<file path="src/rtl/mem_port_arbiter_if.sv">
// Signal bundle between the memory port arbiter, its two requesters and the memory.
// The slave modport is the arbiter's view; master is the surrounding core/memory.
interface mem_port_arbiter_if;
  logic        if_req_i;
  logic [31:0] if_addr_i;
  logic        if_gnt_o;
  logic        if_rvalid_o;
  logic [31:0] if_rdata_o;
  logic        if_err_o;

  logic        d_req_i;
  logic        d_we_i;
  logic [3:0]  d_be_i;
  logic [31:0] d_addr_i;
  logic [31:0] d_wdata_i;
  logic        d_gnt_o;
  logic        d_rvalid_o;
  logic [31:0] d_rdata_o;
  logic        d_err_o;

  logic        mem_req_o;
  logic        mem_we_o;
  logic [3:0]  mem_be_o;
  logic [31:0] mem_addr_o;
  logic [31:0] mem_wdata_o;
  logic        mem_ready_i;
  logic [31:0] mem_rdata_i;

  modport slave (
    input  if_req_i, if_addr_i,
    input  d_req_i, d_we_i, d_be_i, d_addr_i, d_wdata_i,
    input  mem_ready_i, mem_rdata_i,
    output if_gnt_o, if_rvalid_o, if_rdata_o, if_err_o,
    output d_gnt_o, d_rvalid_o, d_rdata_o, d_err_o,
    output mem_req_o, mem_we_o, mem_be_o, mem_addr_o, mem_wdata_o
  );

  modport master (
    output if_req_i, if_addr_i,
    output d_req_i, d_we_i, d_be_i, d_addr_i, d_wdata_i,
    output mem_ready_i, mem_rdata_i,
    input  if_gnt_o, if_rvalid_o, if_rdata_o, if_err_o,
    input  d_gnt_o, d_rvalid_o, d_rdata_o, d_err_o,
    input  mem_req_o, mem_we_o, mem_be_o, mem_addr_o, mem_wdata_o
  );
endinterface

</file>
<file path="src/rtl/mem_port_arbiter.sv">
// Arbitrates one single-ported memory between instruction fetch and load/store,
// one transaction at a time, with alignment checking and a ready timeout.
module mem_port_arbiter #(
  parameter int unsigned MAX_D_STREAK   = 4,
  parameter int unsigned TIMEOUT_CYCLES = 16
) (
  input logic               clk_i,
  input logic               reset_i,
  mem_port_arbiter_if.slave bus
);
  typedef enum logic [1:0] {IDLE, BUSY_IF, BUSY_D, RESP} state_e;

  localparam int unsigned   SW         = $clog2(MAX_D_STREAK + 1);
  localparam int unsigned   TW         = (TIMEOUT_CYCLES > 1) ? $clog2(TIMEOUT_CYCLES) : 1;
  localparam logic [SW-1:0] STREAK_MAX = SW'(MAX_D_STREAK);
  localparam logic [TW-1:0] TMO_LAST   = TW'(TIMEOUT_CYCLES - 1);

  state_e        state_q, state_d;
  logic [SW-1:0] streak_q, streak_d;
  logic [TW-1:0] tmo_q, tmo_d;
  logic [31:0]   addr_q, addr_d, wdata_q, wdata_d;
  logic          we_q, we_d, resp_d_q, resp_d_d;
  logic [3:0]    be_q, be_d;
  logic [31:0]   if_rdata_q, if_rdata_d, d_rdata_q, d_rdata_d;
  logic          if_err_q, if_err_d, d_err_q, d_err_d;
  logic          if_gnt, d_gnt, if_legal, d_legal, d_pick;

  assign if_legal = (bus.if_addr_i[1:0] == 2'b00);
  assign d_legal  = ((bus.d_be_i == 4'b1111) && (bus.d_addr_i[1:0] == 2'b00))
                 || (((bus.d_be_i == 4'b0011) || (bus.d_be_i == 4'b1100)) && !bus.d_addr_i[0])
                 || (bus.d_be_i == 4'b0001) || (bus.d_be_i == 4'b0010)
                 || (bus.d_be_i == 4'b0100) || (bus.d_be_i == 4'b1000);
  // Data wins unless it has starved a waiting fetch for MAX_D_STREAK grants.
  assign d_pick   = bus.d_req_i && !(bus.if_req_i && (streak_q == STREAK_MAX));

  always_comb begin
    // NOTE: every _d starts from its _q value so no branch leaves a latch behind.
    state_d    = state_q;
    streak_d   = streak_q;
    tmo_d      = tmo_q;
    addr_d     = addr_q;
    we_d       = we_q;
    be_d       = be_q;
    wdata_d    = wdata_q;
    resp_d_d   = resp_d_q;
    if_rdata_d = if_rdata_q;
    if_err_d   = if_err_q;
    d_rdata_d  = d_rdata_q;
    d_err_d    = d_err_q;
    if_gnt     = 1'b0;
    d_gnt      = 1'b0;

    case (state_q)
      IDLE: if (!reset_i) begin
        if (d_pick) begin
          d_gnt    = 1'b1;
          resp_d_d = 1'b1;
          addr_d   = {bus.d_addr_i[31:2], 2'b00};
          we_d     = bus.d_we_i;
          be_d     = bus.d_be_i;
          wdata_d  = bus.d_wdata_i;
          tmo_d    = '0;
          if (!bus.if_req_i)               streak_d = '0;
          else if (streak_q != STREAK_MAX) streak_d = streak_q + 1'b1;
          if (d_legal) state_d = BUSY_D;
          else begin
            state_d   = RESP;
            d_rdata_d = '0;
            d_err_d   = 1'b1;
          end
        end else if (bus.if_req_i) begin
          if_gnt   = 1'b1;
          resp_d_d = 1'b0;
          addr_d   = {bus.if_addr_i[31:2], 2'b00};
          we_d     = 1'b0;
          be_d     = 4'b1111;
          wdata_d  = '0;
          tmo_d    = '0;
          streak_d = '0;
          if (if_legal) state_d = BUSY_IF;
          else begin
            state_d    = RESP;
            if_rdata_d = '0;
            if_err_d   = 1'b1;
          end
        end
      end
      BUSY_IF, BUSY_D: begin
        if (bus.mem_ready_i) begin
          state_d = RESP;
          if (state_q == BUSY_IF) begin
            if_rdata_d = bus.mem_rdata_i;
            if_err_d   = 1'b0;
          end else begin
            d_rdata_d = we_q ? '0 : bus.mem_rdata_i;
            d_err_d   = 1'b0;
          end
        end else if (tmo_q == TMO_LAST) begin
          state_d = RESP;
          if (state_q == BUSY_IF) begin
            if_rdata_d = '0;
            if_err_d   = 1'b1;
          end else begin
            d_rdata_d = '0;
            d_err_d   = 1'b1;
          end
        end else begin
          tmo_d = tmo_q + 1'b1;
        end
      end
      RESP:    state_d = IDLE;
      default: state_d = IDLE;
    endcase
  end

  always_ff @(posedge clk_i) begin
    // NOTE: non-blocking assignments so every register samples pre-edge values.
    if (reset_i) begin
      state_q    <= IDLE;
      streak_q   <= '0;
      tmo_q      <= '0;
      addr_q     <= '0;
      we_q       <= 1'b0;
      be_q       <= '0;
      wdata_q    <= '0;
      resp_d_q   <= 1'b0;
      if_rdata_q <= '0;
      if_err_q   <= 1'b0;
      d_rdata_q  <= '0;
      d_err_q    <= 1'b0;
    end else begin
      state_q    <= state_d;
      streak_q   <= streak_d;
      tmo_q      <= tmo_d;
      addr_q     <= addr_d;
      we_q       <= we_d;
      be_q       <= be_d;
      wdata_q    <= wdata_d;
      resp_d_q   <= resp_d_d;
      if_rdata_q <= if_rdata_d;
      if_err_q   <= if_err_d;
      d_rdata_q  <= d_rdata_d;
      d_err_q    <= d_err_d;
    end
  end

  assign bus.if_gnt_o    = if_gnt;
  assign bus.d_gnt_o     = d_gnt;
  assign bus.mem_req_o   = (state_q == BUSY_IF) || (state_q == BUSY_D);
  assign bus.mem_we_o    = we_q;
  assign bus.mem_be_o    = be_q;
  assign bus.mem_addr_o  = addr_q;
  assign bus.mem_wdata_o = wdata_q;
  assign bus.if_rvalid_o = (state_q == RESP) && !resp_d_q;
  assign bus.d_rvalid_o  = (state_q == RESP) && resp_d_q;
  assign bus.if_rdata_o  = if_rdata_q;
  assign bus.if_err_o    = if_err_q;
  assign bus.d_rdata_o   = d_rdata_q;
  assign bus.d_err_o     = d_err_q;
endmodule

</file>
<file path="src/flat_wrapper.sv">
// flat-port wrapper written by rule: the top's interface ports become plain ports
module mem_port_arbiter_flat 
#(
  parameter int unsigned MAX_D_STREAK   = 4,
  parameter int unsigned TIMEOUT_CYCLES = 16
)
  (clk_i, reset_i, bus_if_req_i, bus_if_addr_i, bus_d_req_i, bus_d_we_i, bus_d_be_i, bus_d_addr_i, bus_d_wdata_i, bus_mem_ready_i, bus_mem_rdata_i, bus_if_gnt_o, bus_if_rvalid_o, bus_if_rdata_o, bus_if_err_o, bus_d_gnt_o, bus_d_rvalid_o, bus_d_rdata_o, bus_d_err_o, bus_mem_req_o, bus_mem_we_o, bus_mem_be_o, bus_mem_addr_o, bus_mem_wdata_o);
  mem_port_arbiter_if bus_i ();
  input logic clk_i;
  input logic reset_i;
  input wire logic [$bits(bus_i.if_req_i)-1:0] bus_if_req_i;
  input wire logic [$bits(bus_i.if_addr_i)-1:0] bus_if_addr_i;
  input wire logic [$bits(bus_i.d_req_i)-1:0] bus_d_req_i;
  input wire logic [$bits(bus_i.d_we_i)-1:0] bus_d_we_i;
  input wire logic [$bits(bus_i.d_be_i)-1:0] bus_d_be_i;
  input wire logic [$bits(bus_i.d_addr_i)-1:0] bus_d_addr_i;
  input wire logic [$bits(bus_i.d_wdata_i)-1:0] bus_d_wdata_i;
  input wire logic [$bits(bus_i.mem_ready_i)-1:0] bus_mem_ready_i;
  input wire logic [$bits(bus_i.mem_rdata_i)-1:0] bus_mem_rdata_i;
  output wire logic [$bits(bus_i.if_gnt_o)-1:0] bus_if_gnt_o;
  output wire logic [$bits(bus_i.if_rvalid_o)-1:0] bus_if_rvalid_o;
  output wire logic [$bits(bus_i.if_rdata_o)-1:0] bus_if_rdata_o;
  output wire logic [$bits(bus_i.if_err_o)-1:0] bus_if_err_o;
  output wire logic [$bits(bus_i.d_gnt_o)-1:0] bus_d_gnt_o;
  output wire logic [$bits(bus_i.d_rvalid_o)-1:0] bus_d_rvalid_o;
  output wire logic [$bits(bus_i.d_rdata_o)-1:0] bus_d_rdata_o;
  output wire logic [$bits(bus_i.d_err_o)-1:0] bus_d_err_o;
  output wire logic [$bits(bus_i.mem_req_o)-1:0] bus_mem_req_o;
  output wire logic [$bits(bus_i.mem_we_o)-1:0] bus_mem_we_o;
  output wire logic [$bits(bus_i.mem_be_o)-1:0] bus_mem_be_o;
  output wire logic [$bits(bus_i.mem_addr_o)-1:0] bus_mem_addr_o;
  output wire logic [$bits(bus_i.mem_wdata_o)-1:0] bus_mem_wdata_o;
  assign bus_i.if_req_i = bus_if_req_i;
  assign bus_i.if_addr_i = bus_if_addr_i;
  assign bus_i.d_req_i = bus_d_req_i;
  assign bus_i.d_we_i = bus_d_we_i;
  assign bus_i.d_be_i = bus_d_be_i;
  assign bus_i.d_addr_i = bus_d_addr_i;
  assign bus_i.d_wdata_i = bus_d_wdata_i;
  assign bus_i.mem_ready_i = bus_mem_ready_i;
  assign bus_i.mem_rdata_i = bus_mem_rdata_i;
  assign bus_if_gnt_o = bus_i.if_gnt_o;
  assign bus_if_rvalid_o = bus_i.if_rvalid_o;
  assign bus_if_rdata_o = bus_i.if_rdata_o;
  assign bus_if_err_o = bus_i.if_err_o;
  assign bus_d_gnt_o = bus_i.d_gnt_o;
  assign bus_d_rvalid_o = bus_i.d_rvalid_o;
  assign bus_d_rdata_o = bus_i.d_rdata_o;
  assign bus_d_err_o = bus_i.d_err_o;
  assign bus_mem_req_o = bus_i.mem_req_o;
  assign bus_mem_we_o = bus_i.mem_we_o;
  assign bus_mem_be_o = bus_i.mem_be_o;
  assign bus_mem_addr_o = bus_i.mem_addr_o;
  assign bus_mem_wdata_o = bus_i.mem_wdata_o;
  mem_port_arbiter #(.MAX_D_STREAK(MAX_D_STREAK), .TIMEOUT_CYCLES(TIMEOUT_CYCLES)) u_core (.clk_i(clk_i), .reset_i(reset_i), .bus(bus_i));
endmodule
</file>
<file path="config.mk">
export PLATFORM = sky130hd
export DESIGN_NAME = mem_port_arbiter_flat
export DESIGN_NICKNAME = d
export VERILOG_FILES = /design/src/rtl/mem_port_arbiter_if.sv /design/src/rtl/mem_port_arbiter.sv /design/src/flat_wrapper.sv
export SDC_FILE = /design/constraint.sdc
export NUM_CORES = 1
export LEC_CHECK = 0
export CAP_MARGIN = 20
export CELL_PAD_IN_SITES_DETAIL_PLACEMENT = 1
export CELL_PAD_IN_SITES_GLOBAL_PLACEMENT = 2
export CORE_UTILIZATION = 22
export CTS_CLUSTER_DIAMETER = 30
export DETAILED_ROUTE_END_ITERATION = 16
export GPL_ROUTABILITY_DRIVEN = 0
export PLACE_DENSITY = 0.76
export SLEW_MARGIN = 20
export SYNTH_ARGS = -nofsm -noshare
export SYNTH_HDL_FRONTEND = slang
export SYNTH_SLANG_ARGS = --single-unit
</file>
<file path="constraint.sdc">
create_clock -name clk_i -period 2.75 [get_ports clk_i]
set_input_delay 0.55 -clock clk_i [delete_from_list [all_inputs] [get_ports clk_i]]
set_output_delay 0.55 -clock clk_i [all_outputs]
set_load 0.05 [all_outputs]
</file>
## Yosys cells after proc, flatten, opt, wreduce, memory -nomap -nowiden

Index checks and enable logic that the tools add are counted.

- Output and inout port bits: 140
- Bits in registers: 145
- Bits of input ports: 138
- Logic and storage cells: 130

- Add/subtract/negate cells: 2
- Mux-type cells: 63
- Eq/ne operators: 25
- Reduce and logical (&&, ||, !) cells: 28

Operators by type and width:

| cell | count |
|---|---|
| $mux 32 | 18 |
| $pmux 32 s2 | 2 |
| $mux 1 | 24 |
| $mux 4 | 6 |
| $eq 4x4->1 const B | 4 |
| $ne 2x2->1 const B | 7 |
| $mux 3 | 4 |
| $mux 2 | 5 |
| $eq 4x2->1 const B | 2 |
| $pmux 4 s2 | 1 |
| $logic_or 1x1->1 | 7 |
| $logic_and 1x1->1 | 6 |
| $logic_not 2->1 | 3 |
| $ne 3x2->1 const B | 2 |
| $ne 3x3->1 const B | 2 |
| $pmux 2 s3 | 1 |
| $reduce_and 6->1 | 1 |
| $reduce_and 5->1 | 1 |
| $add 4x1->4 const B | 1 |
| $eq 2x2->1 const B | 2 |
| $eq 4x1->1 const B | 1 |
| $eq 4x3->1 const B | 1 |
| $ne 2x1->1 const B | 2 |
| $pmux 1 s2 | 2 |
| other kinds (9) | 13 |

## Depth between registers and ports, before layout

Gate-level depths: netlist of the first run.

- Depth after elaboration: 11
- Gate-level depth with buffers: 9
- Depth with buffers taken out: 7

## Worst setup path before layout of the first run

Ideal clock, no wire load.

- Kind: input -> output
- Start: input bus_if_req_i
- End: output bus_if_gnt_o
- Cell stages on the path: 6
- Data required time: 2.200 ns
- Buffers on the path: 3
- Path slack: -0.597 ns
- Arrival: 2.797 ns
- Path through: buf_2 -> nand3_1 -> and2_1 -> clkbuf_1 -> buf_1 -> nor4_1

- Word-level cells in the longest chain between the ends: 6
- Elaborated cells between the ends (all ways): 7
- Classes of those cells: 4 x mux; 3 x reduce/logical

Ends and longest elaborated chain:

| element | RTL line | text |
|---|---|---|
| start, declared | flat_wrapper.sv:11 | `input wire logic [$bits(bus_i.if_req_i)-1:0] bus_if_req_i;` |
| $logic_and 1x1->1 | mem_port_arbiter.sv:34 | `assign d_pick = bus.d_req_i && !(bus.if_req_i && (streak_q == STREAK_MAX));` |
| $logic_not 1->1 | mem_port_arbiter.sv:34 |  |
| $logic_and 1x1->1 | mem_port_arbiter.sv:34 |  |
| $mux 1 * | mem_port_arbiter.sv:55 | `if (d_pick) begin` |
| $mux 1 * | mem_port_arbiter.sv:54 | `IDLE: if (!reset_i) begin` |
| $mux 1 * | mem_port_arbiter.sv:53 | `case (state_q)` |
| end, declared | flat_wrapper.sv:20 | `output wire logic [$bits(bus_i.if_gnt_o)-1:0] bus_if_gnt_o;` |

Every way passes the cells marked *; elsewhere a longest branch is shown, timed or not.

## Worst setup path in the final report of the first run

- Start: register u_core.state_q[0]
- End: output bus_d_gnt_o

- Word-level cells in the longest chain between the ends: 2

Ends and longest elaborated chain:

| element | RTL line | text |
|---|---|---|
| start, declared | mem_port_arbiter.sv:18 | `state_e state_q, state_d;` |
| start signal, assigned | mem_port_arbiter.sv:132 | `state_q <= state_d;` |
| $logic_not 2->1 | mem_port_arbiter.sv:53 |  |
| $mux 1 | mem_port_arbiter.sv:53 |  |
| end, declared | flat_wrapper.sv:24 | `output wire logic [$bits(bus_i.d_gnt_o)-1:0] bus_d_gnt_o;` |

Every way passes these cells.

==> results of run 1 <==
[stage by stage]
step                area [µm²]  hold WS [ns]  setup slack, ns
detailed placement        8950         0.446            0.159
global placement          8950         0.438            0.180
floorplan                 5810         0.441            0.291
finish                    9560         0.452            0.258
global route              9560         0.474            0.143
CTS                       9560         0.455            0.204
[worst paths after layout]
path                                        startpoint                   endpoint  slack (ns)  depth (start not counted)
worst min-delay path            u_core.bus.mem_be_o[2]     u_core.bus.mem_be_o[2]        0.45                          2
worst max register to register       u_core.state_q[0]  u_core.bus.if_rdata_o[29]        0.39                          8
worst min register to register  u_core.bus.mem_be_o[2]     u_core.bus.mem_be_o[2]        0.45                          2
worst max-delay path                 u_core.state_q[0]                bus_d_gnt_o        0.26                          5
[metal layers]
| layer | up-vias | global-route usage |
|---|---|---|
| met1 | 2686 | 0.193 |
| met2 | 215 | 0.246 |
| met5 | - | 0 |
| met3 | 13 | 0.0629 |
| met4 | 0 | 0.0404 |
| li1 | 2843 | - |
[report_power, final]
group	total (mW)	switching [mW]	internal [mW]
Clock	2.44	1.03	1.40
Combinational	4.69	3.13	1.55
Sequential	2.82	0.266	2.56
[registers in the layout (all words and copies together), names as in the netlist, 2 cells and up]
| signal | count |
|---|---|
| u_core.bus.d_rdata_o | 32 |
| u_core.bus.if_rdata_o | 32 |
| u_core.bus.mem_wdata_o | 32 |
| u_core.bus.mem_addr_o | 30 |
| u_core.bus.mem_be_o | 4 |
| u_core.tmo_q | 4 |
| u_core.streak_q | 3 |
| u_core.state_q | 2 |
[worst reg2reg max path, delay by kind of cell (launching register included)]
family,cells,cell delay [ns]
AOI/OAI and AO/OA,2,0.61
adders and majority gates,1,0.32
buffers and inverters,3,0.51
DFF,1,0.34
and+or+nand+nor,2,0.48
[layout by cell type (no fill, tap or decap), drive strengths merged, types with 8 or more instances in the layout]
| master | instances |
|---|---|
| o2bb2ai | 33 |
| nand3 | 26 |
| buf | 24 |
| clkdlybuf4s50 | 269 |
| nand2 | 122 |
| nor2 | 46 |
| clkbuf | 18 |
| a311oi | 31 |
| ha | 8 |
| nand2b | 33 |
| a21oi | 33 |
| inv | 17 |
| dfxtp | 143 |
| o21ai | 42 |
| nand3b | 32 |
| a22o | 12 |
[cells by family (layout without fill, tap and decap cells)]
kind of cell	after synthesis	count (layout)	synth area share
simple gates	284	284	0.238
compound gates	161	161	0.194
flops	143	143	0.494
buf+inv	65	333	0.0527
fa+ha+maj	8	8	0.0173
mux	2	2	0.00345
other cells	1	2	0.000647
[final cells by class]
class,instances,area [µm²],area share
clock inverters,14,170,0.0178
multi-input cells,457,2680,0.280
inverters,8,30.0,0.00314
flip-flops and latches,143,2860,0.299
well taps,335,419,0.0438
clock buffers,18,439,0.0459
repair buffers,293,2960,0.310
==> flow_metrics.tcl, run 1 <==
set metrics [dict create \
    syn-cell-area_um2 5800 \
    status "completed" \
    hp-class "reg2reg" \
    clock_tree.buffer_depth 2 \
    fin_cells 1268 \
    fmax_mhz 401 \
    dp_cells 1236 \
    synth_area_leaders "dfxtp_1, nand2_1, o2bb2ai_1, a311oi_1, nand3b_1" \
    wl_met3_mm 2.15 \
    cts_setup_buffers 0 \
    finalWirelength_mm 21.0 \
    antenna_found_initial 0 \
    fin_util 0.368 \
    die_x_um 164 \
    crit_path_start_kind "flop" \
    min_period_ns 2.49 \
    drcViolationCount 0 \
    hpwl_mm 14.7 \
    setup_violations 0 \
    ys.flop_type "dfxtp_1" \
    die_area_um2 27000 \
    drtIter0Drc 205 \
    grt_pass1_vias 5788 \
    num_rows 59 \
    cpMaxStageDelayCell "nor3_2" \
    nNetsFinal 1066 \
    first_pass_iters 4 \
    relSlewSlack 0.430 \
    powerDensity_nw_per_um2 1040 \
    seq_area_frac_synth 0.494 \
    cts_resized 0 \
    initial_utilization 0.223 \
    period_share 0.906 \
    top_layer "met4" \
    layout-drive-gt1-share 0.0729 \
    via_count 5757 \
    wl_per_cell_um 16.6 \
    synth-seq-cells 143 \
    grt_usage 0.155 \
    crit_buf_inv 3 \
    critPathKind "reg2out" \
    clk_pin_slew_ns 0.06 \
    die_y_um 164 \
    clockRootBuffer "clkbuf_16" \
    grt_remaining_overflow 0 \
    synth_edf_count 0 \
    worstMarginPinSlew_ns 0.852 \
    io_pins 278 \
    nFillCells 3009 \
    syn_inst 664 \
    clk_latency_ns 0.42 \
    yosys.area.top_type "dfxtp_1" \
    cap_violations 0 \
    cpLargestDelayFamily "buffers and inverters" \
    required_ns 2.20 \
    ant_nets 0 \
    final.setup.tns_ns 0 \
    wl_met1_mm 9.40 \
    power_mw 9.94 \
    synth.most_common_cell "dfxtp_1" \
    htree_levels 4 \
    hold_violations 0 \
    drv_slew 0 \
    cts_tree "yes" \
    vias_per_cell 4.54 \
    cts_hold_buf 0 \
    area_delta_synth_final_pct 64.9 \
    port_buffers 275 \
    p_leak_nw 3.39 \
    grt_pass1_wl_mm 32.4 \
    dr_wl_met2_mm 9.28 \
    avgSynthCellArea_um2 8.73 \
    yosys.area.top_type_share 0.494 \
    core_area_um2 26000 \
    antenna_cells 0 \
    yosysUniqueCellTypes 40 \
    crit_chain "inv_1, ha_1, inv_2, nor3_2, buf_12" \
    synthArstFlopShare 0 \
    rsz0062_at_grt "no" \
    fin_worst_skew_ns 0.0121 \
    critPathMaxStageDelay_ns 0.39 \
    endpoint_kind "output port" \
    yosys-top-cells-count "dfxtp_1, nand2_1, nor2_1" \
    cp.arrival_ns 1.94 \
    ir_drop_uv 376 \
    cts_buffers 17 \
    ys_warn_count 0 \
    grt_max_degree 83 \
    cp_max_fo 8 \
    cts_num_sinks 143 \
]
(Power assumes the default switching activity.)
==> run 2, diff against run 1 <==
--- a/config.mk
+++ b/config.mk
@@ -5,6 +5,7 @@
 export SDC_FILE = /design/constraint.sdc
 export NUM_CORES = 1
 export LEC_CHECK = 0
+export ABC_AREA = 0
 export CAP_MARGIN = 20
 export CELL_PAD_IN_SITES_DETAIL_PLACEMENT = 1
 export CELL_PAD_IN_SITES_GLOBAL_PLACEMENT = 2
==> results of run 2 <==
No change in the layout: final DEF, timing and power equal those of run 1.
==> run 3, diff against run 2 <==
--- a/config.mk
+++ b/config.mk
@@ -9,10 +9,12 @@
 export CAP_MARGIN = 20
 export CELL_PAD_IN_SITES_DETAIL_PLACEMENT = 1
 export CELL_PAD_IN_SITES_GLOBAL_PLACEMENT = 2
+export CORE_ASPECT_RATIO = 1.1
 export CORE_UTILIZATION = 22
 export CTS_CLUSTER_DIAMETER = 30
 export DETAILED_ROUTE_END_ITERATION = 16
 export GPL_ROUTABILITY_DRIVEN = 0
+export HOLD_SLACK_MARGIN = 0.15
 export PLACE_DENSITY = 0.76
 export SLEW_MARGIN = 20
 export SYNTH_ARGS = -nofsm -noshare
==> flow_metrics.tcl, run 3 (synthesis gave the netlist of run 1 again) <==
set metrics [dict create \
    endpoint_kind "output port" \
    ir_drop_uv 498 \
    cts_resized 0 \
    ff2ff_path_depth 8 \
    layout_commonest_cell "clkdlybuf4s50_1" \
    cts_setup_buffers 0 \
    period_share 0.925 \
    p_sw_mw 4.46 \
    clk_latency_ns 0.43 \
    drcViolationCount 0 \
    relSlewSlack 0.600 \
    netSwitchingFraction 0.441 \
    die_y_um 172 \
    hp-class "reg2reg" \
    die_area_um2 27000 \
    initial_utilization 0.227 \
    grt_pass1_vias 6040 \
    cpMaxStageDelayCell "clkdlybuf4s50_1" \
    fmax_mhz 393 \
    finalWirelength_mm 21.4 \
    cts_num_sinks 143 \
    drtIter0Drc 179 \
    seqCellArea_um2 2860 \
    critPathMaxStageDelay_ns 0.84 \
    cts_tree "yes" \
    first_pass_iters 4 \
    fin_util 0.378 \
    p_int_mw 5.66 \
    cp.arrival_ns 1.99 \
    io_pins 278 \
    wl_per_cell_um 16.6 \
    worstMarginPinSlew_ns 0.598 \
    final_cell_mix "clkdlybuf4s50_1, dfxtp_1, nand2_1" \
    cts_buffers 17 \
    cap_violations 0 \
    fin_worst_skew_ns 0.0141 \
    nFillCells 2956 \
    multi_input_area_um2 2680 \
    cts_hold_buf 0 \
    num_rows 61 \
    crit_buf_inv 1 \
    ant_nets 0 \
    htree_levels 4 \
    cpLargestDelayFamily "buffers and inverters" \
    clockRootBuffer "clkbuf_16" \
    crit_chain "ha_1, nor2b_1, clkdlybuf4s50_1" \
    status "completed" \
    hpwl_mm 15.2 \
    min_period_ns 2.54 \
    clock_tree.buffer_depth 2 \
    grt_pass1_wl_mm 33.5 \
    grt_usage 0.161 \
    drv_slew 0 \
    setup_violations 0 \
    powerDensity_nw_per_um2 1050 \
    p_comb_frac 0.472 \
    antenna_cells 0 \
    p_leak_nw 3.44 \
    hold_violations 0 \
    clk_pin_slew_ns 0.06 \
    nNetsFinal 1072 \
    cp.depth 3 \
    via_count 5753 \
    final.setup.tns_ns 0 \
    hold_depth 2 \
    critPathKind "reg2out" \
    regToRegSetupSlack_ns 0.43 \
    grt_remaining_overflow 0 \
    grt_max_degree 55 \
    pwr-share-clk 0.250 \
    core_area_um2 25600 \
    seqPwrFrac 0.279 \
    antenna_found_initial 0 \
    layout-drive-gt1-share 0.0767 \
    vias_per_cell 4.48 \
    port_buffers 275 \
    crit_path_start_kind "flop" \
    area_delta_synth_final_pct 66.8 \
    rsz0062_at_grt "no" \
    cp_max_fo 4 \
    power_mw 10.1 \
    die_x_um 157 \
    required_ns 2.20 \
]
## run 3: cell types whose count changed in the layout (fill, tap and decap cells not counted)
cell             delta
inv_8               +2
clkinv_8            +1
bufinv_16           +1
clkinvlp_4          -1
clkdlybuf4s50_1     +2
buf_4               +3
buf_12              +1
inv_6               -2
clkbuf_8            -1
## run 3: final timing paths
path | startpoint | end
max | u_core.state_q[1] | bus_if_rvalid_o
min | u_core.bus.mem_wdata_o[27] | u_core.bus.mem_wdata_o[27]
max reg2reg | u_core.state_q[1] | u_core.bus.d_rdata_o[30]
min reg2reg | u_core.bus.mem_wdata_o[27] | u_core.bus.mem_wdata_o[27]
## run 3: routing by layer
metal  global-route usage  part of all wire
met5                    0                 0
met4               0.0371            0.0058
met3               0.0664              0.10
met2                0.278              0.48
met1                0.183              0.41
## run 3: through the flow
step / cells / setup slack (ns) / hold WS (ns) / cell area, µm²
3_3_place_gp: 1253 / 0.137 / 0.437 / 9030
4_1_cts: 1285 / 0.150 / 0.456 / 9670
2_1_floorplan: 665 / 0.291 / 0.441 / 5810
5_1_grt: 1285 / 0.0614 / 0.479 / 9670
3_5_place_dp: 1253 / 0.148 / 0.447 / 9030
6_report: 1285 / 0.205 / 0.455 / 9670
## run 3: layout make-up
cell class / instances / share of cell area
inverter: 8 / 0.00311
clock buffer: 17 / 0.0440
multi-input combinational: 457 / 0.277
sequential: 143 / 0.296
timing repair buffer: 299 / 0.313
tap: 346 / 0.0448
clock inverter: 15 / 0.0221
## run 3: power by group through the flow
stage	clock [mW]	sequential [mW]	combinational [mW]
after floorplan	0	4.41	1.52
after global placement	0	2.85	4.81
after detailed placement	0	2.87	4.83
after CTS	2.62	2.83	4.84
after global routing	2.71	2.89	5.09
final	2.53	2.82	4.77
## run 3: worst min-delay path, delay by kind of cell, from the launching register on
kind | cells | cell delay [ns]
DFF | 1 | 0.31
and+or+nand+nor | 1 | 0.05
AOI/OAI and AO/OA | 1 | 0.05
